<file path="src/rtl/fft_stage_sequencer_pkg.sv">
// Shared constants and types for the FFT stage sequencer.
// Stage/step geometry, FSM encoding and frame latency.
package fft_ctrl_pkg;

   localparam int NUM_STAGES  = 5;
   localparam int MAC_STEPS   = 5;
   localparam int SEL_WIDTH   = 3;
   localparam int STAGE_WIDTH = 3;

   localparam int FRAME_LATENCY = 2 + NUM_STAGES * MAC_STEPS;

   typedef enum logic [1:0] {
      ST_IDLE,
      ST_LOAD,
      ST_RUN,
      ST_DONE
   } state_e;

   typedef logic [SEL_WIDTH-1:0]   sel_t;
   typedef logic [STAGE_WIDTH-1:0] stage_t;

   localparam sel_t   SEL_LAST   = sel_t'(MAC_STEPS - 1);
   localparam stage_t STAGE_LAST = stage_t'(NUM_STAGES - 1);

endpackage

</file>
<file path="src/rtl/fft_stage_sequencer_if.sv">
// Control/status bundle between the sequencer and its requester.
// The sequencer is the slave; the requester drives start/abort/out_ready.
interface fft_stage_sequencer_if;
   import fft_ctrl_pkg::*;

   logic   start;
   logic   abort;
   logic   out_ready;
   logic   load_en;
   logic   PU_enable;
   sel_t   sel;
   stage_t stage;
   logic   stage_capture;
   logic   busy;
   logic   out_valid;

   modport master (
      output start, abort, out_ready,
      input  load_en, PU_enable, sel, stage,
      input  stage_capture, busy, out_valid
   );

   modport slave (
      input  start, abort, out_ready,
      output load_en, PU_enable, sel, stage,
      output stage_capture, busy, out_valid
   );

endinterface

</file>
<file path="src/rtl/fft_stage_sequencer_step_counter.sv">
// Modulo-MAC_STEPS micro-op counter with enable and synchronous clear.
// wrap is a registered flag that is high exactly while sel sits at its last step.
module fft_step_counter
   import fft_ctrl_pkg::*;
(
   input  logic clk,
   input  logic rst_n,
   input  logic en,
   input  logic clr,
   output sel_t sel,
   output logic wrap
);

   sel_t sel_q, sel_d;
   logic wrap_q, wrap_d;

   always_comb begin
      sel_d = sel_q;
      if (clr) begin
         sel_d = '0;
      end else if (en) begin
         sel_d = (sel_q == SEL_LAST) ? '0 : sel_q + sel_t'(1);
      end
      wrap_d = (sel_d == SEL_LAST);
   end

   always_ff @(posedge clk or negedge rst_n) begin
      if (!rst_n) begin
         sel_q  <= '0;
         wrap_q <= 1'b0;
      end else begin
         sel_q  <= sel_d;
         wrap_q <= wrap_d;
      end
   end

   assign sel  = sel_q;
   assign wrap = wrap_q;

endmodule

</file>
<file path="src/rtl/fft_stage_sequencer.sv">
// FSM sequencing the 32-point radix-2 FFT datapath through its stages.
// All outputs are registered Moore outputs decoded from the next state.
module fft_stage_sequencer
   import fft_ctrl_pkg::*;
(
   input logic                  clk,
   input logic                  reset,
   fft_stage_sequencer_if.slave bus
);

   state_e state_q, state_d;
   stage_t stage_q, stage_d;
   logic   load_en_q, load_en_d;
   logic   pu_q, pu_d;
   logic   busy_q, busy_d;
   logic   valid_q, valid_d;

   sel_t   sel;
   logic   wrap;
   logic   cnt_en;
   logic   cnt_clr;

   assign cnt_en  = (state_q == ST_RUN);
   assign cnt_clr = bus.abort || (state_q != ST_RUN);

   fft_step_counter u_step (
      .clk   (clk),
      .rst_n (reset),
      .en    (cnt_en),
      .clr   (cnt_clr),
      .sel   (sel),
      .wrap  (wrap)
   );

   always_comb begin
      state_d = state_q;
      stage_d = stage_q;
      if (bus.abort) begin
         state_d = ST_IDLE;
         stage_d = '0;
      end else begin
         unique case (state_q)
            ST_IDLE: begin
               if (bus.start) state_d = ST_LOAD;
            end
            ST_LOAD: begin
               state_d = ST_RUN;
               stage_d = '0;
            end
            ST_RUN: begin
               if (wrap) begin
                  if (stage_q == STAGE_LAST) state_d = ST_DONE;
                  else stage_d = stage_q + stage_t'(1);
               end
            end
            ST_DONE: begin
               if (bus.out_ready) begin
                  state_d = ST_IDLE;
                  stage_d = '0;
               end
            end
         endcase
      end
      load_en_d = (state_d == ST_LOAD);
      pu_d      = (state_d == ST_RUN);
      busy_d    = (state_d != ST_IDLE);
      valid_d   = (state_d == ST_DONE);
   end

   always_ff @(posedge clk or negedge reset) begin
      if (!reset) begin
         state_q   <= ST_IDLE;
         stage_q   <= '0;
         load_en_q <= 1'b0;
         pu_q      <= 1'b0;
         busy_q    <= 1'b0;
         valid_q   <= 1'b0;
      end else begin
         state_q   <= state_d;
         stage_q   <= stage_d;
         load_en_q <= load_en_d;
         pu_q      <= pu_d;
         busy_q    <= busy_d;
         valid_q   <= valid_d;
      end
   end

   assign bus.load_en       = load_en_q;
   assign bus.PU_enable     = pu_q;
   assign bus.sel           = sel;
   assign bus.stage         = stage_q;
   assign bus.stage_capture = wrap;
   assign bus.busy          = busy_q;
   assign bus.out_valid     = valid_q;

endmodule

</file>
<file path="src/flat_wrapper.sv">
// flat-port wrapper written by rule: the top's interface ports become plain ports
module fft_stage_sequencer_flat import fft_ctrl_pkg::*;
  (clk, reset, bus_start, bus_abort, bus_out_ready, bus_load_en, bus_PU_enable, bus_sel, bus_stage, bus_stage_capture, bus_busy, bus_out_valid);
  fft_stage_sequencer_if bus_i ();
  input logic clk;
  input logic reset;
  input wire logic [$bits(bus_i.start)-1:0] bus_start;
  input wire logic [$bits(bus_i.abort)-1:0] bus_abort;
  input wire logic [$bits(bus_i.out_ready)-1:0] bus_out_ready;
  output wire logic [$bits(bus_i.load_en)-1:0] bus_load_en;
  output wire logic [$bits(bus_i.PU_enable)-1:0] bus_PU_enable;
  output wire logic [$bits(bus_i.sel)-1:0] bus_sel;
  output wire logic [$bits(bus_i.stage)-1:0] bus_stage;
  output wire logic [$bits(bus_i.stage_capture)-1:0] bus_stage_capture;
  output wire logic [$bits(bus_i.busy)-1:0] bus_busy;
  output wire logic [$bits(bus_i.out_valid)-1:0] bus_out_valid;
  assign bus_i.start = bus_start;
  assign bus_i.abort = bus_abort;
  assign bus_i.out_ready = bus_out_ready;
  assign bus_load_en = bus_i.load_en;
  assign bus_PU_enable = bus_i.PU_enable;
  assign bus_sel = bus_i.sel;
  assign bus_stage = bus_i.stage;
  assign bus_stage_capture = bus_i.stage_capture;
  assign bus_busy = bus_i.busy;
  assign bus_out_valid = bus_i.out_valid;
  fft_stage_sequencer u_core (.clk(clk), .reset(reset), .bus(bus_i));
endmodule
</file>
<file path="config.mk">
export PLATFORM = sky130hd
export DESIGN_NAME = fft_stage_sequencer_flat
export DESIGN_NICKNAME = d
export VERILOG_FILES = /design/src/rtl/fft_stage_sequencer_pkg.sv /design/src/rtl/fft_stage_sequencer_if.sv /design/src/rtl/fft_stage_sequencer_step_counter.sv /design/src/rtl/fft_stage_sequencer.sv /design/src/flat_wrapper.sv
export SDC_FILE = /design/constraint.sdc
export NUM_CORES = 1
export LEC_CHECK = 0
export CAP_MARGIN = 0
export CORE_MARGIN = 2
export CORE_UTILIZATION = 48
export CTS_CLUSTER_DIAMETER = 150
export CTS_CLUSTER_SIZE = 30
export DETAILED_ROUTE_END_ITERATION = 8
export PLACE_DENSITY_LB_ADDON = 0.1
export REMOVE_ABC_BUFFERS = 1
export SLEW_MARGIN = 20
export SYNTH_ARGS = -nofsm -noshare
export SYNTH_HDL_FRONTEND = slang
export SYNTH_SLANG_ARGS = --single-unit
</file>
<file path="constraint.sdc">
create_clock -name clk -period 2.23 [get_ports clk]
set_input_delay 0.446 -clock clk [delete_from_list [all_inputs] [get_ports clk]]
set_output_delay 0.446 -clock clk [all_outputs]
set_load 0.05 [all_outputs]
</file>
After elaboration in Yosys (flattened, before gate mapping)
Cells that the tools add are included.
{ "op_classes": {"addsub": 2, "multipliers": 0, "div_mod_pow": 0, "order_cmp": 0, "eq_ne": 13, "shifts": 0, "muxes": 14, "bitwise_logic": 0, "n_reduce_logical": 5} }
{ "op_table": {"columns": ["operator", "count"], "rows": [
  ["3-bit two-way mux", 7],
  ["2-bit two-way mux", 5],
  ["3-bit == test (second input constant)", 3],
  ["3-bit inequality test (second input constant)", 3],
  ["3-bit one-hot mux with 3 select lines", 1],
  ["2-bit == test (second input constant)", 4],
  ["2-bit one-hot mux with 4 select lines", 1],
  ["3-bit by 1-bit adder with 3-bit output (second input constant)", 2],
  ["2-bit by 1-bit == test with 1-bit output (second input constant)", 2],
  ["4-bit AND reduction", 1],
  ["4-bit nonzero test", 1],
  ["2-bit zero test", 1],
  ["2-bit inequality test (second input constant)", 1],
  ["2-bit nonzero test", 1],
  ["1-bit logical OR", 1]
]} }
{ "totals": {"reg_bits": 13, "latch_bits": 0, "ramBits": 0, "rom_bits": 0, "output_inout_bits": 11, "word_cells": 42, "memories": 0} }

Depth between registers and ports, before layout
{ "depth": {"ltp_word": 6, "ltp_mapped": 6, "ltp_nobuf": 5} }

By module
Synthesis repeated with hierarchy kept, for this count alone.
{ "unflattened": {"cells_unflattened": 62, "hier_area_um2": 685.7} }
{ "modules_own_cells": {"columns": ["mod", "instances", "cells_each", "area_each_um2", "seq_area_each_um2"], "rows": [
  ["fft_stage_sequencer", 1, 42, 475.5, 225.2],
  ["fft_step_counter", 1, 20, 210.2, 100.1]
]} }

Worst setup path after synthesis
Ideal clock, no wire load.
{ "synth_timing": {"kind": "reg2reg", "startpoint": "register u_core.stage_q[0], in the netlist u_core.bus.stage[0]", "endpoint": "register u_core.stage_q[0], in the netlist u_core.bus.stage[0]", "setup_ns": 0.125, "arrival_time_ns": 1.535, "t_required_ns": 2.105, "slack_ns": 0.570, "stages_incl_launch_ff": 6, "period_less_slack_ns": 1.660, "path_cell_list": "dfrtp_1 inv_1 ha_1 a21boi_0 o22ai_1 mux2_2"} }
{ "synth_between": {"elab_chain_len": 5, "elab_cells_between_ends": 8, "classes_between": "add/sub: 1; eq/ne: 2; mux: 4; reduce/logical: 1"} }
{ "synth_rtl": {"columns": ["item", "line_no", "rtl"], "rows": [
  ["start: declaration", "fft_stage_sequencer.sv:12", "stage_t stage_q, stage_d;"],
  ["start signal: assignment", "fft_stage_sequencer.sv:80", "stage_q <= stage_d;"],
  ["3-bit by 1-bit adder with 3-bit output", "fft_stage_sequencer.sv:53", "else stage_d = stage_q + stage_t'(1);"],
  ["3-bit two-way mux", "fft_stage_sequencer.sv:52", "if (stage_q == STAGE_LAST) state_d = ST_DONE;"],
  ["3-bit two-way mux", "fft_stage_sequencer.sv:51", "if (wrap) begin"],
  ["3-bit one-hot mux with 3 select lines", "fft_stage_sequencer.sv:42", "unique case (state_q)"],
  ["3-bit two-way mux", "fft_stage_sequencer.sv:38", "if (bus.abort) begin"]
]} }
Several ways; a longest one is shown, not always the timed one. The select of a mux whose other input is x is not followed.
A chain may end at the register's enable or synchronous reset.

Worst setup path after layout
{ "layout_timing": {"startpoint": "register u_core.stage_q[2], in the netlist u_core.bus.stage[2]", "endpoint": "output port bus_stage[2]"} }
{ "layout_lines": {"columns": ["item", "line_no", "rtl"], "rows": [
  ["end: declaration", "flat_wrapper.sv:13", "output wire logic [$bits(bus_i.stage)-1:0] bus_stage;"]
]} }
No word-level cell between the ends.

==> metrics.yaml <==
status: "finished, final reports clean"
drt_iter0_markers: 7
setup_violations: 0
min-delay-start: "u_core.u_step.sel[2]"
netlist_top_cells_area: "dfrtp_1 (43%), ha_1 (12%), inv_1 (4.5%)"
max_freq_ghz: 0.508
route.detailed.wl_per_inst_um: 13.7
power_mw: 0.809
synth_edf_count: 0
leakage_nw: 0.422
diodes: 0
hold_viol_final: 0
skew_ns: 0.00421
antenna_found_initial: 0
r2r_start: "u_core.state_q[0]"
synth.area.mux_share_pct: 3.47
yosys_warnings: 0
rrSetupSlack_ns: 0.44
post_cts_buffers: 0
synth_compound_area_share_pct: 20.7
power_density_mw_per_mm2: 851
vias: 626
tns_ns: 0
initial_core_util_pct: 50.8
rsz0062_at_grt: "false"
route.detailed.drc: 0
hp-class: "reg -> reg"
io-pin-count: 16
synth-simple-area-share_pct: 15.5
whs_endpoint: "u_core.u_step.sel[0]"
arrival_ns: 1.52
cp-end-kind: "output port"
ys_seq_elements: 13
maxSlewViolCount: 0
ys_seq_area_share_pct: 43.0
synth_top_area_cell: "dfrtp_1"
holdPathStages: 1
dieArea_mm2: 0.00191
ys.flop_type: "dfrtp_1"
synth_top_family_by_area: "compound AO/OA/AOI/OAI gates"
core_region_area_mm2: 0.00149
clock_sinks: 13
cts_root_buffer: "clkbuf_4"
syn_area_per_cell_um2: 10.4
yosysUniqueCellTypes: 32
wl_um: 1470
cts_resized: 0
reg2reg_depth: 5
grt_max_degree: 14
fin_ws_ns: 0.263
die_width_um: 43.7
cts_buffers: 3
gp_congestion: 0.753
peakVddDrop_mv: 0.713
critPathMaxFanout: 6
post-route-period-util_pct: 88.2
r2r_end: "u_core.bus.busy"
cts_max_level: 1
rows: 14
synth_xor_area_share_pct: 0
clk_path_buf_depth: 2
yosysTopAreaCellShare_pct: 43.0
grt_usage_pct: 18.0
holdBufCountCts: 0
worstMarginPinSlew_ns: 0.537
synth_common_cells: "dfrtp_1 (13), inv_1 (9), ha_1 (7), a31oi_1 (3), nor2_1 (3)"
syn2layout_area_growth_pct: 25.6
vias_per_cell: 5.85
cp_top_family: "buffers and inverters"
fin_crit_ns: 1.97
layout-drive-gt1-share_pct: 8.79
port_buffers: 15
netlist_area_um2: 757
synthAdderAreaFrac_pct: 11.6
startpoint_type: "flip-flop"
path_buf_inv: 1
criticalPathCategory: "reg -> out"
synthCells: 73
crit_path_cell_trace: "clkdlybuf4s50_1"
slew_headroom_pct: 64.1
multi_input_comb_area_um2: 388
clkSlewWorstSetupHoldPaths_ns: 0.07
detailedPlace.worstSlack_ns: 0.410
nFillCells: 134
regArea_um2: 325
clk_latency_ns: 0.27
overflow: 0
cp_slowest_cell: "clkdlybuf4s50_1"
die_h_um: 43.7
drt_pass1_iterations: 4
antenna_left: 0
grt_pass1_vias: 601
async_flop_share_pct: 100
layout.nets: 104
synth.most_common_cell: "dfrtp_1"
drv_cap: 0
crit_required_ns: 1.78
hpwlAfterDp_um: 1140
cpPeakStageDelay_ns: 0.83
tritoncts: "yes"
grt_pass1_wl_um: 2530
state kept, by name, summed over array words and instances, names as in the netlist:
register and count:
u_core.u_step.sel 3, u_core.bus.PU_enable 1, u_core.bus.load_en 1, u_core.state_q 2
u_core.u_step.wrap 1, u_core.bus.stage 3, u_core.bus.out_valid 1, u_core.bus.busy 1
where the power goes:
| part | internal [mW] | switching [mW] |
|---|---|---|
| sequential | 0.269 | 0.0334 |
| combinational | 0.140 | 0.230 |
| clock | 0.0692 | 0.0681 |
| total | 0.478 | 0.332 |
routing by layer:
layer	vias to the layer above	share of wire, %	GRT usage [%]	wire length (µm)
met5	-	0	0	0
met4	0	0	3.64	0
met3	0	6.4	6.25	94
met2	22	49	29.7	727
met1	301	44	22.8	648
li1	303	-	-	-
worst max-delay path by stage:
stage,from,end,slack (ns),cells past startpoint
floorplan,u_core.bus.stage[0],u_core.bus.stage[0],0.57,5
global placement,bus_abort,u_core.bus.stage[0],0.40,4
detailed placement,bus_abort,u_core.bus.stage[0],0.41,4
CTS,u_core.u_step.wrap,bus_stage_capture,0.24,1
global route,u_core.u_step.wrap,bus_stage_capture,0.19,1
finish,u_core.bus.stage[2],bus_stage[2],0.26,1
stage by stage:
step | cell area (µm²) | cells | hold slack, ns | utilization, %
6_report | 951 | 107 | 0.492 | 63.9
5_1_grt | 951 | 107 | 0.525 | 63.9
2_1_floorplan | 747 | 71 | 0.150 | -
3_5_place_dp | 925 | 103 | 0.491 | 62.1
4_1_cts | 951 | 107 | 0.496 | 63.9
3_3_place_gp | 925 | 103 | 0.476 | 62.1
cell type report:
type | instances | share of cell area, %
clock buffers | 4 | 2.76
inverters | 9 | 3.55
multi-input cells | 49 | 40.8
flip-flops and latches | 13 | 34.2
well taps | 16 | 2.11
repair buffers | 16 | 16.6
kinds of logic (layout without fill, tap and decap cells):
| logic type | after synthesis | after routing |
|---|---|---|
| muxes | 2 | 2 |
| DFF | 13 | 13 |
| AOI/OAI and AO/OA | 21 | 21 |
| and+or+nand+nor | 19 | 19 |
| buffers and inverters | 11 | 29 |
| adders and majority gates | 7 | 7 |
placed cells by master, fill, tap and decap left out, types with 2 or more instances in the layout:
| cell | n |
|---|---|
| clkdlybuf4s50_1 | 15 |
| ha_1 | 7 |
| nor3_1 | 2 |
| clkbuf_4 | 3 |
| inv_1 | 9 |
| nor4_1 | 2 |
| nand2b_1 | 2 |
| a21oi_1 | 2 |
| nand2_1 | 2 |
| o22ai_1 | 2 |
| a31oi_1 | 3 |
| nor2b_1 | 2 |
| o211ai_1 | 2 |
| o2111ai_1 | 2 |
| nor2_1 | 3 |
| and4b_1 | 2 |
| dfrtp_1 | 13 |
worst reg2reg max path: cells and delay by family (launching register included):
kind	cells	cell delay [ns]
buffers and inverters	1	0.12
DFF	1	0.47
adders and majority gates	1	0.37
AOI/OAI and AO/OA	2	0.60
and+or+nand+nor	1	0.11
Power figures use the tool's default switching activity.
==> edit: new RTL, same settings <==
Change the package constant `SEL_WIDTH` from 3 to 4.
--- a/src/rtl/fft_stage_sequencer_pkg.sv
+++ b/src/rtl/fft_stage_sequencer_pkg.sv
@@ -6,3 +6,3 @@
    localparam int MAC_STEPS   = 5;
-   localparam int SEL_WIDTH   = 3;
+   localparam int SEL_WIDTH   = 4;
    localparam int STAGE_WIDTH = 3;
Ports: changed (resized bus_sel); port bits go from 16 to 17. No check against the original RTL was run, so the function may have changed too.
==> edit against the original RTL <==
- area after synthesis is 5.5% higher
- worst hold slack better by 43 ps
- setup slack worse by 59 ps
- routed wire length is 7.3% higher
- final cell count is 4.7% higher
- final area is 5.7% higher
- die area is 5.0% higher
- sequential share of layout area is 0.66 points higher
- total power is 2.7% higher
- sequential power is 4% higher
- combinational power is 10% lower
- via count is 6.9% higher
- register-to-register slack better by 20 ps
- sequential cell count is 1 higher
- largest cell class unchanged
==> edit: results (changes against the original RTL) <==
outcome complete, no violations (unchanged); RePlAce Congestion 0.868 (was 0.753); reg-to-reg endpoint u_core.bus.stage[0] (was u_core.bus.busy); Top Metal Used met4 (was met3); sequential power 315 uW (was 302 uW); clk_skew 7.49 ps (was 4.21 ps); top area cells in the synthesized netlist dfrtp_1 44%, ha_1 11%, a21oi_1 4.4% (was dfrtp_1 43%, ha_1 12%, inv_1 4.5%); slew margin rel. 58.8% (was 64.1%); Min-Delay Path Class input port to asynchronous set/reset pin (was flop to flop); Power Clock 184 uW (was 137 uW); P_leak 0.443 nW (was 0.422 nW); post-synthesis cell type count 34 (was 32); family with the most delay on the worst path buffers and inverters (unchanged); most frequent cells after synthesis 14 x dfrtp_1, 7 x a21oi_1, 7 x ha_1, 7 x inv_1, 5 x nand2_1 (was 13 x dfrtp_1, 9 x inv_1, 7 x ha_1); DR WL met2 733 um (was 727 um); crit-path max FO 7 (was 6); largest net degree at the start of global routing 15 (was 14); NetSw 323 uW (was 332 uW); Iter 0 DRT Violations 17 (was 7); met3 WL post-DR 62 um (was 94 um); Max VDD drop 0.511 mV (was 0.713 mV); post-DR wirelength/cell 14.1 um (was 13.7 um); vias in the first global route 621 (was 601); first-pass GRT wire length 2.74 mm (was 2.53 mm); post-DP HPWL 1.17 mm (was 1.14 mm); Metal-1 WL 743 um (was 648 um); hold slack 536 ps (was 492 ps); Setup Fix Bufs, Post-CTS 0 (unchanged); FF-to-FF setup slack 460 ps (was 440 ps); layout cells sized above 1 12.5% (was 8.79%); Seq pwr share 37.9% (was 37.3%); register area share after synthesis 43.9% (was 43.0%); clk slew on worst S/H paths 90 ps (was 70 ps)
[edit: stage by stage]
stage / setup WS (ps) / instances / instance area [um^2] / utilization, %
2_1_floorplan: 578 / 76 / 788 / -
5_1_grt: 157 / 112 / 1000 / 65.2
3_3_place_gp: 390 / 108 / 968 / 62.8
3_5_place_dp: 386 / 108 / 968 / 62.8
6_report: 204 / 112 / 1000 / 65.2
4_1_cts: 198 / 112 / 1000 / 65.2
[edit: routing by layer]
layer  global-route usage [%]  up-vias
li1                         -      318
met1                     25.1      323
met3                     2.40        5
met4                     10.6        0
met5                        0        -
met2                     29.6       23
[edit: how the worst max path moves through the flow]
stage / cells after the start / to / from
2_1_floorplan: 6 / u_core.u_step.wrap / u_core.u_step.sel[0]
3_3_place_gp: 5 / u_core.bus.stage[1] / bus_out_ready
3_5_place_dp: 5 / u_core.bus.stage[0] / bus_out_ready
5_1_grt: 1 / bus_stage_capture / u_core.u_step.wrap
4_1_cts: 1 / bus_stage_capture / u_core.u_step.wrap
6_report: 1 / bus_stage_capture / u_core.u_step.wrap
[edit: cell type report]
| class | instances | share of cell area (%) |
|---|---|---|
| clock buffer | 4 | 3.61 |
| inverter | 7 | 2.62 |
| multi-input combinational | 55 | 41.0 |
| sequential | 14 | 34.9 |
| tap | 16 | 1.99 |
| timing repair buffer | 16 | 15.9 |
[edit: cell families (layout without fill, tap and decap cells)]
logic type / Yosys count / in the layout / synth area share [%]
adder cells (fa/ha/maj): 7 / 7 / 11.0
buffers and inverters: 9 / 27 / 4.55
flip-flops: 14 / 14 / 43.9
AO/OA/AOI/OAI: 24 / 24 / 21.8
AND/OR/NAND/NOR: 23 / 23 / 17.7
XOR/XNOR: 1 / 1 / 1.10
